--- src/rtl/isqrt_8_bit_seq_if.sv ---
// Request/result bundle for the iterative 8-bit integer square-root unit.
interface isqrt_8_bit_seq_if;
  logic       start;
  logic [7:0] a;
  logic [3:0] root;
  logic [4:0] rem;
  logic       busy;
  logic       done;

  // Requester side: issues start/a, observes results and status.
  modport master (
    output start,
    output a,
    input  root,
    input  rem,
    input  busy,
    input  done
  );

  // Square-root unit side.
  modport slave (
    input  start,
    input  a,
    output root,
    output rem,
    output busy,
    output done
  );
endinterface

--- src/rtl/isqrt_8_bit_seq.sv ---
// Iterative 8-bit integer square root: root = floor(sqrt(a)), rem = a - root^2.
// Restoring digit-by-digit algorithm, one root bit per clock, start/busy/done handshake.
module isqrt_8_bit_seq (
  input  logic               clk,
  input  logic               rst,
  isqrt_8_bit_seq_if.slave   sq
);

  typedef enum logic [1:0] {StIdle, StCalc, StDone} state_e;

  state_e     state_q, state_d;
  logic [1:0] cnt_q, cnt_d;
  logic [7:0] op_q, op_d;
  logic [3:0] q_q, q_d;
  logic [6:0] r_q, r_d;
  logic [3:0] root_q, root_d;
  logic [4:0] rem_q, rem_d;

  logic [1:0] pair;
  logic [6:0] r_sh;
  logic [6:0] trial;
  logic       fit;
  logic [6:0] r_it;
  logic [3:0] q_it;

  // One restoring iteration on the operand bit pair selected by the counter.
  always_comb begin
    pair  = op_q[{cnt_q, 1'b0} +: 2];
    r_sh  = (r_q << 2) | {5'b0, pair};
    trial = {1'b0, q_q, 2'b01};
    fit   = (r_sh >= trial);
    r_it  = fit ? (r_sh - trial) : r_sh;
    q_it  = {q_q[2:0], fit};
  end

  // Next-state and datapath control; start is only honoured while not busy.
  always_comb begin
    state_d = state_q;
    cnt_d   = cnt_q;
    op_d    = op_q;
    q_d     = q_q;
    r_d     = r_q;
    root_d  = root_q;
    rem_d   = rem_q;
    unique case (state_q)
      StIdle, StDone: begin
        state_d = StIdle;
        if (sq.start) begin
          state_d = StCalc;
          op_d    = sq.a;
          q_d     = 4'd0;
          r_d     = 7'd0;
          cnt_d   = 2'd3;
        end
      end
      StCalc: begin
        r_d   = r_it;
        q_d   = q_it;
        cnt_d = cnt_q - 2'd1;
        if (cnt_q == 2'd0) begin
          state_d = StDone;
          root_d  = q_it;
          // Final remainder is at most 2*root = 30, so the top two bits are zero.
          rem_d   = r_it[4:0];
        end
      end
      default: state_d = StIdle;
    endcase
  end

  // State and datapath registers with synchronous reset.
  always_ff @(posedge clk) begin
    if (rst) begin
      state_q <= StIdle;
      cnt_q   <= 2'd0;
      op_q    <= 8'd0;
      q_q     <= 4'd0;
      r_q     <= 7'd0;
      root_q  <= 4'd0;
      rem_q   <= 5'd0;
    end else begin
      state_q <= state_d;
      cnt_q   <= cnt_d;
      op_q    <= op_d;
      q_q     <= q_d;
      r_q     <= r_d;
      root_q  <= root_d;
      rem_q   <= rem_d;
    end
  end

  assign sq.root = root_q;
  assign sq.rem  = rem_q;
  assign sq.busy = (state_q == StCalc);
  assign sq.done = (state_q == StDone);

endmodule

--- src/flat_wrapper.sv ---
// flat-port wrapper written by rule: the top's interface ports become plain ports
module isqrt_8_bit_seq_flat 
  (clk, rst, sq_start, sq_a, sq_root, sq_rem, sq_busy, sq_done);
  isqrt_8_bit_seq_if sq_i ();
  input  logic clk;
  input  logic rst;
  input wire logic [$bits(sq_i.start)-1:0] sq_start;
  input wire logic [$bits(sq_i.a)-1:0] sq_a;
  output wire logic [$bits(sq_i.root)-1:0] sq_root;
  output wire logic [$bits(sq_i.rem)-1:0] sq_rem;
  output wire logic [$bits(sq_i.busy)-1:0] sq_busy;
  output wire logic [$bits(sq_i.done)-1:0] sq_done;
  assign sq_i.start = sq_start;
  assign sq_i.a = sq_a;
  assign sq_root = sq_i.root;
  assign sq_rem = sq_i.rem;
  assign sq_busy = sq_i.busy;
  assign sq_done = sq_i.done;
  isqrt_8_bit_seq u_core (.clk(clk), .rst(rst), .sq(sq_i));
endmodule
--- config.mk ---
export PLATFORM = sky130hd
export DESIGN_NAME = isqrt_8_bit_seq_flat
export DESIGN_NICKNAME = d
export VERILOG_FILES = /design/src/rtl/isqrt_8_bit_seq_if.sv /design/src/rtl/isqrt_8_bit_seq.sv /design/src/flat_wrapper.sv
export SDC_FILE = /design/constraint.sdc
export NUM_CORES = 1
export LEC_CHECK = 0
export ABC_AREA = 0
export BUFFER_PORTS_ARGS = -buffer_cell sky130_fd_sc_hd__buf_2
export CORE_MARGIN = 2
export CORE_UTILIZATION = 30
export DETAILED_ROUTE_END_ITERATION = 16
export MAX_ROUTING_LAYER = met4
export RECOVER_POWER = 25
export SYNTH_ARGS = -nofsm -noshare
export SYNTH_HDL_FRONTEND = slang
export SYNTH_SLANG_ARGS = --single-unit
--- constraint.sdc ---
create_clock -name clk -period 4.4 [get_ports clk]
set_input_delay 0 -clock clk [delete_from_list [all_inputs] [get_ports clk]]
set_output_delay 0 -clock clk [all_outputs]
set_load 0.02 [all_outputs]
==> results.cfg, run 1 <==
[run_status]
outcome = finished clean

[sta]
timing.final.crit_period_ps = 2370
timing.final.crit_share_pct = 53.8
worst_slew_margin_rel_pct = 50.3
finalSetupViolCount = 0
fmax_mhz = 422
fin_tns_setup_ps = 0
timing.final.max_slew_violations = 0
worst_slew_pin_slew_ps = 745
timing.clock.skew_ps = 5.61
setup_repair_after_global_routing_missed_its_margin = false
hold_violations = 0

[grt]
grt_first_pass_wirelength_mm = 5.26
grt_start_max_net_pins = 20
first_global_vias = 1115
grt.overflow.total = 0
number_of_antenna_violations_at_the_first_check_in_global_routing = 0
track_usage_pct = 13.4

[synth]
synth-seq-area-share_pct = 42.3
syn_inst_count = 163
synth_unique_cells = 36
area_share_of_the_largest_cell_type_after_synthesis_pct = 42.3
synth_area_per_cell_um2 = 8.71
syn_area_um2 = 1420
yosys-top-cells-area = sky130_fd_sc_hd__dfxtp_1 42%, sky130_fd_sc_hd__nand2_1 7.7%, sky130_fd_sc_hd__ha_1 6.2%
yosysWarningCount = 0
synth_area_leader_cell = sky130_fd_sc_hd__dfxtp_1
synth-seq-cells = 30
synthesis.nets = 181

[finish]
final_common_cell = sky130_fd_sc_hd__dfxtp_1
layout.cell_area.non_filler_um2 = 1730
insertedDiodeCount = 0
layout-area-overhead-vs-synth_pct = 21.5
most-common-layout-cells = 30 x sky130_fd_sc_hd__dfxtp_1, 29 x sky130_fd_sc_hd__nand2_1, 14 x sky130_fd_sc_hd__nor2_1
layout_cell_share_with_drive_strength_beyond_1_pct = 10.8
final_layout_net_count = 212

[route]
drt_pre_antenna_iters = 4
drt-wirelength-per-cell_um = 12.4
routed_wirelength_mm = 3.08
drt.antenna.violating_nets = 0
dr.first_iter.drc_count = 39
vias = 1212
remaining_drc_errors = 0
vias_per_cell = 4.87

[worst_setup_path]
cp_data_required_time_ps = 4570
cp.buffers_inverters = 0
cpPeakStageDelay_ps = 670
critical_path_type = flop to flop
cp-end-kind = flop
path_max_fanout = 9
critPathLaunchType = flop
cp_cell_sequence = mux4_1 -> ha_1 -> and3_1 -> a211oi_4 -> mux2i_1 -> o21ai_1
timing.critical_path.max_delay_family = multiplexers
timing.critical_path.slowest_stage_cell = sky130_fd_sc_hd__mux4_1
timing.critical_path.arrival_ps = 2530

[place]
detailed_place_hpwl_mm = 2.32
numPortBuffers = 21
placement.cell_area_um2 = 1570
place.gp.congestion = 0.844

[power]
p_leak_nw = 0.683
ir_worst_vdd_uv = 166
power.density_cell_area_nw_per_um2 = 451

[die]
rows = 25
fp.dieH_um = 72.8
top_level_ports = 22
floorplan.initialDensity_pct = 30.7
coreArea_um2 = 4630
die_w_um = 72.8
area_enclosed_by_the_die_boundary_um2 = 5300

[clocking]
cts_root_buffer = sky130_fd_sc_hd__clkbuf_8
cts_max_level = 2
tritoncts = built
clkSlewWorstSetupHoldPaths_ps = 60
cts-buffers-inserted = 5
cts.repair_timing.setup_buffer_count = 0
max-clock-path-buffers = 2
numClockSinks = 30
worst_skew_pair.late_latency_ps = 280

[hold_path]
min-delay-path-class = input pin to flop

[run]
max-cap-violations = 0
==> kinds of logic after synthesis <==
kind of cell	after synthesis	synth area share [%]
mux	5	5.82
fa+ha+maj	7	6.17
xor+xnor	2	1.23
buf+inv	16	4.76
compound gates	44	20.1
flops	30	42.3
simple gates	59	19.6
==> final cells by class <==
| type | instances | area (um2) |
|---|---|---|
| Timing Repair Buffer | 29 | 173 |
| Inverter | 11 | 41.3 |
| Sequential cell | 30 | 601 |
| Fill cell | 505 | 2900 |
| Tap cell | 54 | 67.6 |
| Clock inverter | 1 | 5.00 |
| Multi-Input combinational cell | 117 | 752 |
| Clock buffer | 7 | 86.3 |
==> metal layers <==
layer	track usage [%]	vias up	part of all wire, %
li1	-	633	-
met1	16.9	550	49
met2	20.0	27	45
met3	3.31	2	4.6
met4	6.17	0	0.88
met5	-	-	0
==> synthesized netlist by cell type (all sizes together) <==
cell,number
mux2i,3
and3,2
a21oi,13
nor2,14
a31oi,3
mux4,2
nand4,1
clkbuf,3
xor2,1
xnor2,1
ha,7
o21a,1
nor4b,2
a22o,2
dfxtp,30
o2bb2ai,1
and2b,1
nand2,29
and4bb,1
a32o,2
nor2b,4
a22oi,3
o211ai,2
nor4,1
a221oi,1
o21ai,12
buf,2
inv,10
a211oi,2
nand2b,4
a21boi,1
clkinv,1
o22ai,1
==> power by group <==
group / internal (mW) / switching (mW)
Combinational: 0.105 / 0.137
Clock: 0.126 / 0.0986
Sequential: 0.294 / 0.0181
Total: 0.525 / 0.254
==> sequential cells by signal (all words and copies together), names as in the netlist <==
| register | cells |
|---|---|
| u_core.sq.root | 4 |
| u_core.op_q | 8 |
| u_core.r_q | 5 |
| u_core.sq.rem | 5 |
| u_core.cnt_q | 2 |
| u_core.q_q | 4 |
| u_core.state_q | 2 |
==> worst paths after layout <==
kind,startpoint,endpoint,slack (ps),cells past startpoint
min,rst,u_core.q_q[1],100,2
min reg2reg,u_core.sq.rem[4],u_core.sq.rem[4],450,2
max reg2reg,u_core.cnt_q[0],u_core.sq.rem[2],2030,6
max,u_core.cnt_q[0],u_core.sq.rem[2],2030,6
==> stage by stage <==
| step | utilization (%) | std cells | setup slack, ps | power, mW | hold WS [ps] |
|---|---|---|---|---|---|
| after floorplan | - | 163 | 2260 | 0.505 | 136 |
| after global placement | 33.8 | 233 | 2090 | 0.557 | 244 |
| after detailed placement | 33.8 | 233 | 2020 | 0.557 | 247 |
| after CTS | 37.5 | 249 | 2020 | 0.790 | 91.2 |
| after global routing | 37.3 | 249 | 1860 | 0.828 | 111 |
| final | 37.3 | 249 | 2030 | 0.779 | 98.9 |
==> worst register-to-register path, stage by stage (launching register included) <==
cell                       delay (ps)
sky130_fd_sc_hd__dfxtp_1          480
sky130_fd_sc_hd__mux4_1           670
sky130_fd_sc_hd__ha_1             220
sky130_fd_sc_hd__and3_1           180
sky130_fd_sc_hd__a211oi_4         340
sky130_fd_sc_hd__mux2i_1          280
sky130_fd_sc_hd__o21ai_1           80
==> timing repair <==
item / CTS / global route
hold buffers: 8 / 0
resized for setup: 0 / 0
hold endpoints to repair: 8 / 0
endpoints found under the setup margin: 0 / 0
(Power assumes the default switching activity.)
==> run 2: changes to the inputs <==
clock period = 1.95 ns   (was 4.4 ns; I/O delays follow)
==> results.cfg, run 2 (synthesis results as in run 1) <==
[sta]
hold_violations = 0
timing.final.crit_period_ps = 2000
finalHoldWorstSlack_ps = 107
finalSetupViolCount = 4
fin_tns_setup_ps = -142
timing.clock.skew_ps = 6.99
setup_repair_after_global_routing_missed_its_margin = true
fmax_mhz = 500
worst_slew_pin_slew_ps = 392
layout_setup_ws_ps = -51.6
worst_slew_margin_rel_pct = 73.8
timing.final.crit_share_pct = 103
timing.final.max_slew_violations = 0

[grt]
first_global_vias = 1269
track_usage_pct = 13.7
grt_start_max_net_pins = 20
grt_first_pass_wirelength_mm = 5.52
number_of_antenna_violations_at_the_first_check_in_global_routing = 0
grt.overflow.total = 0

[worst_setup_path]
path_max_fanout = 5
cp-end-kind = flop
timing.critical_path.slowest_stage_cell = sky130_fd_sc_hd__mux4_2
cpPeakStageDelay_ps = 550
timing.critical_path.arrival_ps = 2160
cp_cell_sequence = mux4_2 -> ha_4 -> and3_4 -> a211oi_4 -> buf_6 -> mux2i_2 -> o21ai_1
critical_path_type = flop to flop
cp_data_required_time_ps = 2110
timing.critical_path.max_delay_family = multiplexers
timing.critical_path.from = u_core.cnt_q[0]
critPathLaunchType = flop
cp.buffers_inverters = 1
worst_r2r_startpoint = u_core.cnt_q[0]

[die]
coreArea_um2 = 4630
floorplan.initialDensity_pct = 30.7
fp.dieH_um = 72.8
die_w_um = 72.8
top_level_ports = 22
area_enclosed_by_the_die_boundary_um2 = 5300
rows = 25

[finish]
insertedDiodeCount = 0
final_common_cell = sky130_fd_sc_hd__nand2_1
layout-area-overhead-vs-synth_pct = 40.1
most-common-layout-cells = 29 x sky130_fd_sc_hd__nand2_1, 28 x sky130_fd_sc_hd__dfxtp_1, 18 x sky130_fd_sc_hd__buf_4
layout_cell_share_with_drive_strength_beyond_1_pct = 27.0
number_of_flip_flops_under_the_largest_register_name = 8
regMostFlops = u_core.op_q
fillerInstances = 484
final_layout_net_count = 232
area.sequential_um2 = 606
combined_area_of_the_multi_input_logic_cells_um2 = 832
final_core_util_pct = 43.0

[place]
place.gp.congestion = 0.854
detailed_place_hpwl_mm = 2.44
place_ws_ps = -117
numPortBuffers = 21

[power]
p_leak_nw = 0.812
power.density_cell_area_nw_per_um2 = 1020
ir_worst_vdd_uv = 385

[clocking]
worst_skew_pair.late_latency_ps = 280
tritoncts = built
numClockSinks = 30
cts-buffers-inserted = 5
cts_max_level = 2
clkSlewWorstSetupHoldPaths_ps = 70
cts_root_buffer = sky130_fd_sc_hd__clkbuf_8
max-clock-path-buffers = 2

[route]
remaining_drc_errors = 0
vias = 1300
dr.first_iter.drc_count = 45
drt-wirelength-per-cell_um = 12.3
routed_wirelength_mm = 3.31
drt_pre_antenna_iters = 3
vias_per_cell = 4.83
drt.antenna.violating_nets = 0

[run]
max-cap-violations = 0

[hold_path]
min-delay-path-class = input pin to flop
min-delay-start = rst

[run_status]
outcome = complete, but fails checks
violations = negative setup slack
## run 2: area by class of cell
| class | instances | area share, % |
|---|---|---|
| clock buffer | 8 | 5.53 |
| tap | 54 | 3.40 |
| inverter | 11 | 2.08 |
| sequential | 30 | 30.4 |
| multi-input combinational | 117 | 41.8 |
| timing repair buffer | 49 | 16.7 |
## run 2: metal layers
metal / part of all wire [%] / global-route usage [%] / up-vias
li1: - / - / 672
met1: 47 / 15.5 / 600
met2: 47 / 22.5 / 21
met3: 3.4 / 3.87 / 7
met4: 2.1 / 6.17 / 0
met5: 0 / - / -
## run 2: worst register-to-register path, cell delays in order (launching register included)
cell                       delay (ps)
sky130_fd_sc_hd__dfxtp_4          360
sky130_fd_sc_hd__mux4_2           550
sky130_fd_sc_hd__ha_4             190
sky130_fd_sc_hd__and3_4           150
sky130_fd_sc_hd__a211oi_4         160
sky130_fd_sc_hd__buf_6            150
sky130_fd_sc_hd__mux2i_2          230
sky130_fd_sc_hd__o21ai_1           90
## run 2: report_power, final
part / leakage, nW / switching, mW / internal, mW
clock network: 0.0575 / 0.225 / 0.356
registers: 0.245 / 0.0437 / 0.664
logic: 0.509 / 0.367 / 0.365
total: 0.812 / 0.635 / 1.38
## run 2: stage by stage
step / power, mW / std cells / instance area (um2)
2_1_floorplan: 1.15 / 163 / 1420
3_3_place_gp: 1.32 / 251 / 1710
3_5_place_dp: 1.33 / 251 / 1710
4_1_cts: 1.97 / 268 / 1920
5_1_grt: 2.14 / 269 / 1990
6_report: 2.02 / 269 / 1990
## run 2: final timing paths
kind	end	slack [ps]	cells after the start
max	u_core.sq.rem[4]	-50	7
min	u_core.state_q[0]	110	2
max reg2reg	u_core.sq.rem[4]	-50	7
min reg2reg	u_core.sq.rem[2]	450	2
## run 2: what timing repair did
action / 4_1_cts / 5_1_grt
hold endpoints to repair: 8 / 0
setup buffers: 1 / 1
resized for setup: 5 / 12
pin swaps: 1 / 4
setup endpoints to repair: 7 / 7
hold buffers: 8 / 0
cloned: 0 / 0
